### src/rtl/instr_pkg.sv
// instr_pkg: RV32 opcode constants and immediate format codes shared by the decoder queue.
package instr_pkg;
  localparam logic [6:0] OP_LUI    = 7'h37;
  localparam logic [6:0] OP_AUIPC  = 7'h17;
  localparam logic [6:0] OP_JAL    = 7'h6F;
  localparam logic [6:0] OP_JALR   = 7'h67;
  localparam logic [6:0] OP_BRANCH = 7'h63;
  localparam logic [6:0] OP_LOAD   = 7'h03;
  localparam logic [6:0] OP_STORE  = 7'h23;
  localparam logic [6:0] OP_IMM    = 7'h13;
  localparam logic [6:0] OP_OP     = 7'h33;
  typedef enum logic [2:0] {
    IMM_R, IMM_I, IMM_ISH, IMM_S, IMM_B, IMM_U, IMM_J, IMM_ILL
  } imm_type_e;
endpackage

### src/rtl/instr_queue_decoder_imm_gen.sv
// imm_gen: classifies an RV32 word into its immediate format and extends the immediate to XLEN.
// DECODE_ILLEGAL_EN flags unrecognised opcodes as illegal; otherwise they decode as R.
module imm_gen
  import instr_pkg::*;
#(
  parameter int XLEN = 32
) (
  input  logic [31:0]     instr,
  output logic [XLEN-1:0] imm,
  output logic [2:0]      imm_type,
  output logic            illegal
);
  logic [31:0] imm32;
  always_comb begin
    imm32 = '0;
    imm_type = IMM_R;
    illegal = 1'b0;
    case (instr[6:0])
      OP_LUI, OP_AUIPC: begin
        imm_type = IMM_U;
        imm32 = {instr[31:12], 12'b0};
      end
      OP_JAL: begin
        imm_type = IMM_J;
        imm32 = {{12{instr[31]}}, instr[19:12], instr[20], instr[30:21], 1'b0};
      end
      OP_JALR, OP_LOAD: begin
        imm_type = IMM_I;
        imm32 = {{21{instr[31]}}, instr[30:20]};
      end
      OP_IMM: begin
        imm_type = instr[13:12] == 2'b01 ? IMM_ISH : IMM_I;
        imm32 = instr[13:12] == 2'b01
          ? ((XLEN == 64) ? {26'b0, instr[25:20]} : {27'b0, instr[24:20]})
          : {{21{instr[31]}}, instr[30:20]};
      end
      OP_STORE: begin
        imm_type = IMM_S;
        imm32 = {{21{instr[31]}}, instr[30:25], instr[11:7]};
      end
      OP_BRANCH: begin
        imm_type = IMM_B;
        imm32 = {{20{instr[31]}}, instr[7], instr[30:25], instr[11:8], 1'b0};
      end
      OP_OP: imm_type = IMM_R;
      default: begin
`ifdef DECODE_ILLEGAL_EN
        imm_type = IMM_ILL;
        illegal = 1'b1;
`else
        imm_type = IMM_R;
`endif
      end
    endcase
  end
  // shamt has bit 31 clear, so signed extension leaves it zero-extended
  assign imm = XLEN'($signed(imm32));
endmodule

### src/rtl/instr_queue_decoder.sv
// instr_queue_decoder: instruction FIFO whose head sits in a registered, pre-decoded output stage.
// DECODE_ILLEGAL_EN enables illegal-opcode detection in the immediate generator.
module instr_queue_decoder
  import instr_pkg::*;
#(
  parameter int XLEN  = 32,
  parameter int DEPTH = 4
) (
  input  logic                       clk,
  input  logic                       rst,
  input  logic                       in_valid,
  input  logic [31:0]                in_instr,
  output logic                       in_ready,
  input  logic                       flush,
  output logic                       out_valid,
  input  logic                       out_ready,
  output logic [6:0]                 OPC,
  output logic [6:0]                 func7,
  output logic [2:0]                 func3,
  output logic [4:0]                 RS1,
  output logic [4:0]                 RS2,
  output logic [4:0]                 RD,
  output logic [XLEN-1:0]            imm_out,
  output logic [2:0]                 imm_type,
  output logic                       illegal,
  output logic [$clog2(DEPTH+1)-1:0] count
);
  localparam int AW = $clog2(DEPTH);
  localparam int CW = $clog2(DEPTH+1);
  logic [31:0] mem [DEPTH];
  logic [AW-1:0] wr, rd;
  logic [CW-1:0] fc;
  logic push, pop, load, fpop, direct, fpush;
  logic [31:0] src;
  logic [XLEN-1:0] imm_n;
  logic [2:0] type_n;
  logic ill_n;
  assign in_ready = count < CW'(DEPTH);
  assign push = in_valid && in_ready && !flush;
  assign pop = out_valid && out_ready;
  assign load = !out_valid || pop;
  assign fpop = load && fc != '0;
  // an empty queue bypasses storage so the first word appears after one edge
  assign direct = load && fc == '0 && push;
  assign fpush = push && !direct;
  assign src = fc != '0 ? mem[rd] : in_instr;
  imm_gen #(.XLEN(XLEN)) u_imm (.instr(src), .imm(imm_n), .imm_type(type_n), .illegal(ill_n));
  always_ff @(posedge clk)
    if (fpush) mem[wr] <= in_instr;
  always_ff @(posedge clk or posedge rst)
    if (rst) begin
      wr <= '0;
      rd <= '0;
      fc <= '0;
      count <= '0;
      out_valid <= 1'b0;
      OPC <= '0;
      func7 <= '0;
      func3 <= '0;
      RS1 <= '0;
      RS2 <= '0;
      RD <= '0;
      imm_out <= '0;
      imm_type <= '0;
      illegal <= 1'b0;
    end else if (flush) begin
      wr <= '0;
      rd <= '0;
      fc <= '0;
      count <= '0;
      out_valid <= 1'b0;
    end else begin
      if (fpush) wr <= wr + 1'b1;
      if (fpop) rd <= rd + 1'b1;
      fc <= fc + CW'(fpush) - CW'(fpop);
      count <= count + CW'(push) - CW'(pop);
      if (load) out_valid <= fpop || direct;
      if (fpop || direct) begin
        OPC <= src[6:0];
        RD <= src[11:7];
        func3 <= src[14:12];
        RS1 <= src[19:15];
        RS2 <= src[24:20];
        func7 <= src[31:25];
        imm_out <= imm_n;
        imm_type <= type_n;
        illegal <= ill_n;
      end
    end
endmodule

### config.mk
export PLATFORM = sky130hd
export DESIGN_NAME = instr_queue_decoder
export DESIGN_NICKNAME = d
export VERILOG_FILES = /design/src/rtl/instr_pkg.sv /design/src/rtl/instr_queue_decoder_imm_gen.sv /design/src/rtl/instr_queue_decoder.sv
export SDC_FILE = /design/constraint.sdc
export NUM_CORES = 1
export LEC_CHECK = 0
export CAP_MARGIN = 20
export CORE_MARGIN = 2
export CORE_UTILIZATION = 50
export DETAILED_ROUTE_END_ITERATION = 12
export PLACE_DENSITY_LB_ADDON = 0.25
export SYNTH_ARGS = -nofsm -noshare
export SYNTH_HDL_FRONTEND = slang
export SYNTH_SLANG_ARGS = --single-unit
### constraint.sdc
create_clock -name clk -period 2.61 [get_ports clk]
set_input_delay 0.522 -clock clk [delete_from_list [all_inputs] [get_ports clk]]
set_output_delay 0.522 -clock clk [all_outputs]
set_load 0.02 [all_outputs]
==> flow_summary.yaml <==
grt:
  grt_pass1_vias: 5465
  grt_max_degree: 32
  antenna_found_initial: 0
  grt_overflow: 0
  grt_first_pass_wirelength_mm: 30.7
  grt_most_used_layer: "met2"
  grt_use_total: 0.219
  use_met2: 0.357
  grt_util_met1: 0.317
  grt_use_met3: 0.0340
final_layout:
  nFillCells: 1243
  layout_commonest_cell: "edfxtp_1"
  register_area_mm2: 0.00580
  stdcell_count: 954
  n_antenna_cell: 0
  multiInputGateArea_mm2: 0.00270
  layout-drive-gt1-share: 0.224
  final_nets: 762
  final_area_mm2: 0.0111
  most-common-layout-cells: "edfxtp_1, clkdlybuf4s50_1, dfrtp_1"
  syn2layout_area_growth_pct: 28.5
pwr:
  pwr-share-seq: 0.359
  pwr-share-clk: 0.228
  switchingPower_w: 0.00420
  power_leakage_nw: 4.29
  power_density_mw_per_mm2: 1110
  ir_worst_vdd_uv: 592
  intPower_w: 0.00810
  swShare: 0.341
  combPwrFrac: 0.413
routing:
  drtIter0Drc: 361
  drtPass1Iterations: 5
  drc: 0
  vias: 5401
  ant_nets: 0
  routed_wl_mm: 19.7
  viasPerCell: 5.66
  routed_wire_length_per_instance_um: 20.6
critical_path:
  crit_path_top_delay_cell: "or3_4"
  worstSetupEndpointType: "flip-flop"
  critPathArrivalTime_ns: 2.96
  path_max_fanout: 8
  critPathMostFrequentCell: "buf_4"
  crit_required_ns: 3.03
  reg2reg_from: "fc[1]$_DFF_PP0_"
  cp_num_buf_inv: 3
  start_kind: "flip-flop"
  crit_type: "reg2reg"
  critPathTopFamily: "compound AO/OA/AOI/OAI gates"
  slowest_delay_ns: 0.45
  crit_path_start: "fc[1]$_DFF_PP0_"
  worstPathCellList: "or3_4 -> buf_4 -> mux2i_4 -> buf_4 -> a211oi_2 -> nand2_1 -> a41oi_2 -> buf_4 -> o221a_1"
timing:
  hold_ws_ns: 0.476
  report.final.slew_viol_count: 0
  setup_ws_ns: 0.0686
  worst_pin_slew_ns: 0.713
  min_period_ns: 2.54
  clock.fmax_mhz: 393
  period_share: 0.974
  finalSetupViolCount: 0
  finClkSkew_ns: 0.0183
  hold_viol: 0
  setup_tns_ns: 0
  relSlewSlack: 0.524
clocking:
  clock_tree.root_cell: "clkbuf_16"
  holdBufCountCts: 0
  clk_pin_slew_ns: 0.06
  h-tree-depth: 1
  cts_sinks: 206
  clkLatencyLatePin_ns: 0.50
  cts_buffers: 21
  cts_max_path_buffers: 3
  cts_tree: "built"
floorplan:
  die_width_um: 136
  dieArea_mm2: 0.0184
  rows: 48
  io_pins: 110
  core_mm2: 0.0171
  initial_utilization: 0.506
  fp.dieH_um: 136
yosys:
  synth_async_sr_flop_share: 0.379
  ys_seq_area_frac: 0.669
  ys_types: 66
  syn-num-nets: 599
  syn-instance-count: 552
  ys.flop_type: "edfxtp_1"
  synth_area_mm2: 0.00866
  syn_area_per_cell_um2: 15.7
  synth-seq-cells: 206
  synth_edf_count: 128
  yosysWarnings: 0
place:
  place_ws_ns: -0.149
  io_buffers: 108
  dp_hpwl_mm: 13.1
  place_congestion: 0.886
  dpl-instance-area_mm2: 0.0103
  placedCellCount: 904
status:
  status: "finished, final reports clean"
hold_path:
  hold_start: "func7[2]$_DFFE_PP0P_"
  worstHoldPathType: "reg2reg"
job:
  cap_violations: 0
-- power groups by stage --
stage / logic, W / clock network (W) / registers [W]
after global placement: 0.00478 / 0 / 0.00443
after global routing: 0.00548 / 0.00299 / 0.00447
after detailed placement: 0.00487 / 0 / 0.00446
after floorplan: 0.00249 / 0 / 0.00489
final: 0.00508 / 0.00280 / 0.00441
after CTS: 0.00496 / 0.00284 / 0.00441
-- stage by stage --
step	util	power [W]
after floorplan	-	0.00738
after global placement	0.605	0.00921
after detailed placement	0.605	0.00933
after CTS	0.644	0.0122
after global routing	0.650	0.0129
final	0.650	0.0123
-- logic make-up after synthesis --
kind of cell / after synthesis / synth area share
buf+inv: 40 / 0.0231
simple gates: 130 / 0.0750
xor+xnor: 6 / 0.00607
flops: 206 / 0.669
compound gates: 96 / 0.0886
other cells: 1 / 0.000433
fa+ha+maj: 10 / 0.0162
mux: 63 / 0.121
-- path summary, 6_finish.rpt --
kind,to,slack [ns],cells past startpoint
max,imm_out[19]$_DFFE_PP0P_,0.07,9
min reg2reg,func7[2]$_DFFE_PP0P_,0.48,1
max in group asynchronous,RD[2]$_DFFE_PP0P_,1.53,3
min in group asynchronous,OPC[0]$_DFFE_PP0P_,0.49,2
max reg2reg,imm_out[19]$_DFFE_PP0P_,0.07,9
min,func7[2]$_DFFE_PP0P_,0.48,1
-- flip-flops by register name, summed over array words and instances, names as in the netlist --
register   count
rd             2
fc             3
out_valid      1
mem          128
count          3
RS2            5
OPC            7
wr             2
RS1            5
RD             5
imm_type       3
func3          3
func7          7
imm_out       32
-- synthesized netlist by cell type (7+ instances only) --
| cell | n | area (um2) |
|---|---|---|
| mux2i_1 | 25 | 250 |
| nand2_1 | 57 | 214 |
| o21ai_0 | 21 | 105 |
| nor2_1 | 38 | 143 |
| edfxtp_1 | 128 | 3840 |
| ha_1 | 8 | 100 |
| a221o_1 | 11 | 110 |
| a21oi_1 | 10 | 50.1 |
| clkbuf_1 | 14 | 52.6 |
| and2_1 | 7 | 43.8 |
| inv_1 | 10 | 37.5 |
| mux4_2 | 26 | 586 |
| dfrtp_1 | 78 | 1950 |
| o221a_1 | 8 | 90.1 |
| a21o_1 | 12 | 90.1 |
-- timing repair --
item,in CTS,in global routing
setup endpoints to repair,2,15
resized for setup,0,9
gates cloned,0,1
setup buffers,4,8
pin swaps,1,3
-- per-layer routing --
layer | share of wire | vias up
li1 | - | 2421
met4 | 0.012 | 0
met3 | 0.061 | 20
met5 | 0 | -
met2 | 0.49 | 195
met1 | 0.43 | 2765
-- cell type report --
cell class | instances | share of cell area
clock inverters | 11 | 0.00675
repair buffers | 169 | 0.150
clock buffers | 26 | 0.0507
flip-flops and latches | 206 | 0.521
multi-input cells | 307 | 0.242
inverters | 10 | 0.00371
well taps | 225 | 0.0253
(Power assumes the default switching activity.)
